### src/rtl/bus_arb_rr.sv
// Round-robin bus arbiter connecting NM masters to NS slaves.
// Slaves are decoded from the owner's upper address bits; read data returns one cycle later.
module bus_arb_rr #(
  parameter int NM    = 2,
  parameter int NS    = 4,
  parameter int AW    = 16,
  parameter int DW    = 64,
  parameter int SEL_W = 2
) (
  input  logic             clk,
  input  logic             reset_n,
  input  logic [NM-1:0]    m_req,
  input  logic [NM-1:0]    m_wr,
  input  logic [NM*AW-1:0] m_addr,
  input  logic [NM*DW-1:0] m_dout,
  input  logic [NS*DW-1:0] s_dout,
  output logic [NM-1:0]    m_grant,
  output logic [DW-1:0]    m_din,
  output logic             m_rvalid,
  output logic [NS-1:0]    s_sel,
  output logic [AW-1:0]    s_addr,
  output logic             s_wr,
  output logic [DW-1:0]    s_din,
  output logic             dec_err
);

  localparam int MW = (NM > 2) ? 2 : 1;
  localparam logic [SEL_W:0] NS_LIM = (SEL_W+1)'(NS);

  typedef enum logic {IDLE, OWNED} state_t;

  state_t          r_state;
  logic [MW-1:0]   r_owner;
  logic [MW-1:0]   r_last;
  logic [NM-1:0]   r_grant;
  logic [DW-1:0]   r_din;
  logic            r_rvalid;

  logic            w_owned;
  logic            w_ownReq;
  logic            w_ownWr;
  logic [AW-1:0]   w_ownAddr;
  logic [DW-1:0]   w_ownDout;
  logic [SEL_W-1:0] w_idx;
  logic            w_inRange;
  logic [DW-1:0]   w_rdData;
  logic [MW-1:0]   w_pickBase;
  logic [MW-1:0]   w_pick;

  // First requester after 'last', walking upward with wrap-around.
  function automatic logic [MW-1:0] rrPick(input logic [NM-1:0] req, input logic [MW-1:0] last);
    logic [MW-1:0] pick;
    int idx;
    pick = last;
    for (int n = NM; n >= 1; n--) begin
      idx = (int'(last) + n) % NM;
      if (req[idx]) pick = MW'(idx);
    end
    return pick;
  endfunction

  assign w_owned = (r_state == OWNED);

  always_comb begin
    w_ownReq  = 1'b0;
    w_ownWr   = 1'b0;
    w_ownAddr = '0;
    w_ownDout = '0;
    for (int i = 0; i < NM; i++) begin
      if (r_owner == MW'(i)) begin
        w_ownReq  = m_req[i];
        w_ownWr   = m_wr[i];
        w_ownAddr = m_addr[i*AW +: AW];
        w_ownDout = m_dout[i*DW +: DW];
      end
    end
  end

  assign w_idx     = w_ownAddr[AW-1 -: SEL_W];
  assign w_inRange = ({1'b0, w_idx} < NS_LIM);

  always_comb begin
    s_sel    = '0;
    w_rdData = '0;
    for (int k = 0; k < NS; k++) begin
      if (w_idx == SEL_W'(k)) begin
        s_sel[k] = w_owned;
        w_rdData = s_dout[k*DW +: DW];
      end
    end
  end

  assign dec_err = w_owned && !w_inRange;
  assign s_addr  = w_owned ? w_ownAddr : '0;
  assign s_din   = w_owned ? w_ownDout : '0;
  assign s_wr    = w_owned && w_inRange && w_ownWr;

  // While owned, the owner's request bit is already 0 when a handover is picked.
  assign w_pickBase = w_owned ? r_owner : r_last;
  assign w_pick     = rrPick(m_req, w_pickBase);

  always_ff @(posedge clk or negedge reset_n) begin
    if (!reset_n) begin
      r_state  <= IDLE;
      r_owner  <= '0;
      r_last   <= MW'(NM-1);
      r_grant  <= '0;
      r_din    <= '0;
      r_rvalid <= 1'b0;
    end else begin
      r_rvalid <= 1'b0;
      if (w_owned && !w_ownWr) begin
        if (w_inRange) begin
          r_din    <= w_rdData;
          r_rvalid <= 1'b1;
        end else begin
          r_din    <= '0;
        end
      end

      case (r_state)
        IDLE: begin
          if (|m_req) begin
            r_owner <= w_pick;
            r_grant <= {{(NM-1){1'b0}}, 1'b1} << w_pick;
            r_state <= OWNED;
          end
        end
        OWNED: begin
          if (!w_ownReq) begin
            r_last <= r_owner;
            if (|m_req) begin
              r_owner <= w_pick;
              r_grant <= {{(NM-1){1'b0}}, 1'b1} << w_pick;
            end else begin
              r_grant <= '0;
              r_state <= IDLE;
            end
          end
        end
        default: r_state <= IDLE;
      endcase
    end
  end

  assign m_grant  = r_grant;
  assign m_din    = r_din;
  assign m_rvalid = r_rvalid;

endmodule

### config.mk
export PLATFORM = sky130hd
export DESIGN_NAME = bus_arb_rr
export DESIGN_NICKNAME = d
export VERILOG_FILES = /design/src/rtl/bus_arb_rr.sv
export SDC_FILE = /design/constraint.sdc
export NUM_CORES = 1
export LEC_CHECK = 0
export CORE_AREA = 3 3 220 222
export CTS_CLUSTER_SIZE = 25
export DETAILED_ROUTE_END_ITERATION = 10
export DIE_AREA = 0 0 223 225
export HOLD_SLACK_MARGIN = 0.08
export RECOVER_POWER = 50
export SYNTH_ARGS = -nofsm -noshare
export SYNTH_HDL_FRONTEND = slang
export SYNTH_SLANG_ARGS = --single-unit
### constraint.sdc
create_clock -name clk -period 3.9 [get_ports clk]
set_input_delay 0.78 -clock clk [delete_from_list [all_inputs] [get_ports clk]]
set_output_delay 0.78 -clock clk [all_outputs]
set_load 0.01 [all_outputs]
* Word-level counts from Yosys, hierarchy flattened
Index checks and enable logic that the tools add are counted.
** Storage, ports and cells
- Register bits after elaboration :: 70
- Bits of input ports :: 422
- Output and inout port bits :: 153
- Word-level logic and storage cells :: 61
** Operators by class
- Add/sub/neg operators :: 2
- Order comparisons :: 2
- Equality and inequality tests :: 5
- Shifts and indexed selects :: 1
- Mux-type cells :: 34
- Bitwise logic cells :: 4
- Reductions and logical operators :: 7
** Operators with widths (number)
- $mux W64 :: 6
- $mux W16 :: 2
- $mux W1 :: 20
- $lt A2 B3 Y1 const B :: 2
- $mux W2 :: 3
- $eq A2 B2 Y1 const B :: 2
- $ne A2 B2 Y1 const B :: 2
- $pmux W1 S2 :: 2
- $pmux W2 S2 :: 1
- $reduce_and A2 Y1 :: 2
- $add A1 B1 Y1 const B :: 2
- $and A1 B1 Y1 const A :: 2
- $eq A2 B1 Y1 const B :: 1
- $logic_and A1 B1 Y1 :: 2
- $logic_not A2 Y1 :: 1
- $not A1 Y1 :: 2
- $reduce_or A2 Y1 :: 1
- $shl A1 B1 Y2 const A :: 1
- $logic_not A1 Y1 :: 1

* Logic depth before layout (Yosys ltp)
- Depth after elaboration :: 12
- Mapped depth :: 8
- Gate-level depth less buffers :: 5

* Least setup slack after synthesis
Ideal clock, no wire load.
- Path kind :: input port to output port
- Start :: input port m_addr[15]
- End :: output port s_sel[3]
- Arrival time :: 1.601 ns
- Data required time :: 3.120 ns
- Path slack :: 1.519 ns
- Stages on the path :: 4
- Buffers on the path :: 2
- Path through :: mux2_4 > buf_8 > buf_4 > and3_1
** Between the ends
- Word-level cells in the longest chain between the ends :: 3
** RTL lines
- start: declaration :: RTL line 14 : input logic [NM*AW-1:0] m_addr,
- $mux W16 :: RTL line 70 : if (r_owner == MW'(i)) begin
- $eq A2 B2 Y1 :: RTL line 86 : if (w_idx == SEL_W'(k)) begin
- $mux W1 :: RTL line 86
- end: declaration :: RTL line 20 : output logic [NS-1:0] s_sel,
Every way passes these cells.

* Worst setup path in the final report
- Start :: input port m_addr[14]
- End :: output port s_sel[1]
** Between the ends
- Word-level cells in the longest chain between the ends :: 3
** RTL lines (RTL line)
- $mux W16 :: 70
- $eq A2 B1 Y1 :: 86
- $mux W1 :: 86
Every way passes these cells.

==> metrics.yaml <==
status: "complete, but fails checks"
violations: "capacitance limit, slew limit"
synth-seq-cells: 70
timing.rr.end: "m_din[11]"
seq_area_frac_synth: 0.294
drtIter0Drc: 236
yosysTopAreaCellShare: 0.289
grtUsageTotal: 0.125
wirelength_um: 33100
final_antenna_net_count: 0
postCtsSetupBuffers: 0
syn_avg_cell_area_um2: 9.97
fin_area_mm2: 0.0126
grt_pass1_vias: 7578
initial_core_util: 0.128
netSwitchingPower_mw: 1.37
fp.dieH_um: 225
cts_buffers: 9
cp-start-kind: "input pin"
cts_resized: 0
drive_gt1_frac: 0.0900
rows: 79
fin_skew_ps: 6.53
place.gp.congestion: 0.807
num-nets-final: 1561
clk_pin_slew_ps: 50
critPathMaxFanout: 6
comb_power_share: 0.521
io_pins: 575
drv_slew: 27
rsz0062_at_grt: "false"
htreeDepth: 3
clock_latency_ps: 360
reg2regPathDepth: 6
place_area_mm2: 0.0123
via_per_inst: 4.00
arrival_ps: 2550
grt_pass1_wl_um: 46900
synth_cell_types: 38
drc_errors: 0
power.share.clock: 0.218
p_leak_nw: 4.89
p_sw_frac: 0.344
dp_cells: 1735
synth.net_count: 1021
report.power.total_mw: 3.98
syn2layout_area_growth_pct: 111
yosysWarnings: 0
globalRoute.totalOverflow: 0
syn_area_mm2: 0.00597
cts_hold_buf: 0
die_area_mm2: 0.0502
clock.fmax_mhz: 300
grt_antenna_before_repair: 1
required_ps: 3120
finalCritPeriodShare: 0.854
finalHoldViolations: 0
slew_headroom: -0.183
synthCells: 599
place_ws_ps: 590
clock-sinks: 70
postSynth.asyncResetShare: 1.00
cts_max_path_buffers: 2
design.core.area_mm2: 0.0466
critPathKind: "in -> out"
synth_top_area_cell: "dfrtp_1"
wl_per_cell_um: 18.9
vias: 7003
r2r_start: "r_owner"
worst_slew_pin_slew_ps: 1780
fin_crit_ps: 3330
ff2ff_setup_slack_ps: 1300
die_w_um: 223
p_int_mw: 2.61
seq_power_share: 0.261
setup_slack_ps: 569
hold_path.class: "in -> async"
ys.flop_type: "dfrtp_1"
grt_max_degree: 59
synth-edff-count: 0
fillers: 4956
dpl.hpwl_um: 26700
yosys-top-cells-area: "dfrtp_1 29%, mux2i_1 23%, a221oi_2 13%, nor2b_1 8.5%, o22ai_1 6.0%"
fin_cells: 1752
ir_drop_uv: 197
maxCapViolCount: 1
finalSetupViolCount: 0
port_buffers: 573
utilization: 0.270
end_kind: "primary output"
root_buffer: "clkbuf_16"
hold_slack_ps: 439
dr.pass1.iters: 4
fin_tns_setup_ps: 0
power_density_mw_per_mm2: 316
cts_tree: "built"
synthesized netlist by cell type (all sizes together), types with 2 or more instances:
master and n:
mux2i 135, nor2 61, nand3 2, o21ai 10, o22ai 57, and3b 2
clkbuf 13, and3 2, buf 50, a31o 2, nor3b 2, mux2 10
dfrtp 69, a221oi 56, nand2 8, nor3 2, nor2b 81, a22oi 17
inv 5, a21oi 6
routing by layer:
layer,GRT usage,routed length (µm)
met1,0.129,12100
met2,0.230,17200
met3,0.0410,2650
met4,0.0548,1150
met5,0,0
placed cells by master (no fill, tap or decap), types with 5 or more instances in the layout:
cell	Yosys	layout
nor2_1	61	60
a21oi_1	6	6
buf_12	0	6
a221oi_2	52	52
nand2_1	7	7
nor2b_1	81	81
mux2i_1	135	135
clkbuf_1	13	5
clkbuf_16	0	9
clkdlybuf4s50_1	0	503
a22oi_1	17	17
o21ai_1	8	7
o22ai_1	57	57
mux2_4	9	9
buf_4	18	12
dfrtp_1	69	67
dlygate4sd3_1	0	69
registers in the layout (all words and copies together) (netlist names):
| signal | count |
|---|---|
| m_grant | 2 |
| m_rvalid | 1 |
| m_din | 64 |
| r_state | 1 |
| r_owner | 1 |
| r_last | 1 |
power groups by stage:
stage          logic (mW)  registers, mW  clock network, mW
2_1_floorplan       0.870           1.11                  0
3_3_place_gp         2.15           1.05                  0
3_5_place_dp         2.17           1.06                  0
4_1_cts              2.18           1.05              0.932
5_1_grt              2.22           1.06              0.945
6_report             2.07           1.04              0.869
worst max-delay path by stage:
stage,startpoint,endpoint,slack [ps],cells past startpoint
global placement,m_addr[14],s_sel[0],580,5
finish,m_addr[14],s_sel[1],570,5
global route,r_state,s_din[13],420,3
detailed placement,m_addr[30],m_din[51],590,6
floorplan,m_addr[15],s_sel[3],1520,4
CTS,r_state,s_din[13],570,3
worst max-delay path, cell delays in order:
cell             delay, ps
dlygate4sd3_1          770
mux2_2                 240
nand2_1                 70
nor2_1                 150
clkdlybuf4s50_1        540
area by class of cell:
class,instances,area [µm²],share of cell area
Multi-Input combinational cell,461,3810,0.303
Clock inverter,3,43.8,0.00348
Tap cell,607,759,0.0603
Inverter,5,21.3,0.00169
Sequential cell,70,1760,0.140
Timing Repair Buffer,592,5940,0.472
Antenna cell,1,2.50,0.000199
Clock buffer,13,250,0.0199
logic make-up (layout without fill, tap and decap cells):
kind of cell / Yosys count / in the layout / share of synthesized area
AOI/OAI and AO/OA: 153 / 153 / 0.241
buffers and inverters: 68 / 613 / 0.0727
DFF: 70 / 70 / 0.294
muxes: 145 / 145 / 0.251
other: 1 / 2 / 0.000628
and+or+nand+nor: 162 / 162 / 0.142
Note: power is estimated with default switching activity, not from simulation.
==> variant (same settings) <==
Set the parameter `SEL_W` to 1 (it was 2).
--- a/src/rtl/bus_arb_rr.sv
+++ b/src/rtl/bus_arb_rr.sv
@@ -5,7 +5,7 @@
   parameter int NS    = 4,
   parameter int AW    = 16,
   parameter int DW    = 64,
-  parameter int SEL_W = 2
+  parameter int SEL_W = 1
 ) (
   input  logic             clk,
   input  logic             reset_n,
Behaviour: not the same (a bounded check fails within 4 cycles, from zero or initial values and one cycle with reset_n low).
==> variant against the unedited design <==
Area after synthesis down 65%; sequential power down 92%; power down 77%; synthesized cell count down 53%; largest power group unchanged; utilization down 16 points; critical endpoint is now s_din[44]; design area down 60%; cell count down 36%; worst setup slack better by 0.017 ns; wire length down 70%; global-route usage down 9.0 points; sequential cell count down 65.
==> variant: results (changes against the unedited design) <==
* Reg-to-reg critical path endpoint: m_grant[0]
* Warnings from Yosys at 0 (unchanged)
* Status: completed
* Clock tree buffer depth at 2 (unchanged)
* Biggest fanout along the worst timing path at 27 (+21)
* Leakage power total at 2.08 nW (-57%)
* Placed cell area at 0.00492 mm² (-60%)
* Root Driver: clkbuf_16
* First-pass GRT wire length at 13500 µm (-71%)
* Antenna Diode Count at 0 (-1)
* Commonest cells in the synthesized netlist: mux2i_1 (80), nor2_1 (80), buf_4 (72), buf_12 (7), clkbuf_1 (5)
* Total of buffers placed on input and output ports at 250 (-56%)
* Number of buffers inserted during clock tree synthesis at 3 (-6)
* Post-layout net count at 938 (-40%)
* Worst supply voltage drop on vdd at 68.8 µV (-65%)
* Clock transition at the register clock pins on the worst setup and hold paths after CTS at 0.03 ns (-0.02 ns)
* Detailed Route WL at 9930 µm (-70%)
* Max FFs per register at 2 (-97%)
* Pre-antenna DRT Iters at 4 (unchanged)
* Non-Filler Instances at 1122 (-36%)
* Number of global-route vias before repair at 2432 (-68%)
* Global-route usage over all layers at 3.42% (-9.0 points)
* Iter 0 DRT Violations at 46 (-81%)
* Clk Latency, worst-skew pair at 0.23 ns (-0.13 ns)
* Fraction of synthesis flops using an asynchronous set or reset pin at 100% (unchanged)
* Average size of a mapped cell at 7.53 µm² (-25%)
* Slew at the pin with the worst max-slew slack at 0.853 ns (-0.922 ns)
* Sequential cell area fraction in the yosys report at 6.02% (-23 points)
* Routed vias/inst at 2.30 (-43%)
* Placed wire-length estimate after detailed placement at 8810 µm (-67%)
* Number of cells upsized or downsized after cts at 0 (unchanged)
* Number of different library cells in the post-synthesis netlist at 28 (-26%)
* Startpoint of the worst-slack reg-to-reg timing path: r_owner
* Setup clock skew after layout at 0.000973 ns (-0.00555 ns)
* Top cells by area, synth: mux2i_1 (38%), buf_4 (26%), nor2_1 (14%), buf_12 (6.7%), dfrtp_1 (4.8%)
* Max-slew violations at 0 (-100%)
* Number of setup buffers added after CTS at 0 (unchanged)
* Largest net degree at the start of global routing at 47 (-20%)
* Top flip-flop cell by instance count after synthesis: dfrtp_1
* Beginning of the worst hold path: r_last
* Pre-CTS setup slack at 0.592 ns (+0.00238 ns)
* Register-to-register setup slack at 2.07 ns (+0.77 ns)
* Deepest level of the CTS H-tree at 1 (-2)
* Hold slack at 0.507 ns (+0.0684 ns)
* Hold path cells at 2
* Antenna violations before repair at 2 (+1)
* Layout cells sized above 1 at 2.52% (-6.5 points)
* Global placement routability congestion at 0.689 (-15%)
* Cell count of the worst reg-to-reg path at 4 (-2)
* Worst min-delay path class: flip-flop to flip-flop
## variant: cell count changes in the layout (fill, tap and decap cells not counted), sizes merged, moves of 55 or more
cell           delta
clkdlybuf4s50   -290
a221oi           -56
conb             +65
mux2i            -55
o22ai            -57
nor2b            -80
dfrtp            -65
## variant: where the power goes
group	leakage, nW	switching, mW	internal, mW
logic	1.99	0.278	0.401
registers	0.0558	0.0180	0.0627
clock network	0.0382	0.0325	0.135
total	2.08	0.329	0.599
## variant: per-layer routing
metal	wire length, µm	track usage (%)
met3	1280	1.13
met5	13	0
met1	3390	3.42
met4	68	0.615
met2	5180	6.86
## variant: worst max-delay path by stage
| stage | start | to | slack (ns) | cells past startpoint |
|---|---|---|---|---|
| after floorplan | m_addr[31] | s_sel[2] | 1.86 | 3 |
| after global placement | m_addr[31] | s_sel[2] | 0.60 | 4 |
| after detailed placement | m_addr[31] | s_sel[0] | 0.59 | 4 |
| after CTS | m_addr[31] | s_sel[0] | 0.59 | 4 |
| after global routing | r_owner | s_din[44] | 0.40 | 4 |
| final | r_owner | s_din[44] | 0.59 | 4 |
## variant: layout make-up
cell class | count | area (µm²)
Clock buffer | 4 | 78.8
Fill cell | 5399 | 41600
Inverter | 3 | 11.3
Multi-Input combinational cell | 247 | 1480
Sequential cell | 5 | 130
Tap cell | 607 | 759
Timing Repair Buffer | 256 | 2540
## variant: worst max-delay path, cell delays in order (launching register included)
cell and delay [ns]:
dfrtp_4 0.60, clkbuf_2 0.72, mux2i_1 0.30, nor2_1 0.06, dlygate4sd3_1 0.60
## variant: cells by family (layout without fill, tap and decap cells)
kind of cell,after synthesis,count (layout),share of synthesized area [%]
AOI/OAI and AO/OA,12,12,3.70
other,1,66,0.179
muxes,80,80,38.1
buffers and inverters,92,263,35.3
DFF,5,5,6.02
and+or+nand+nor,89,89,16.6
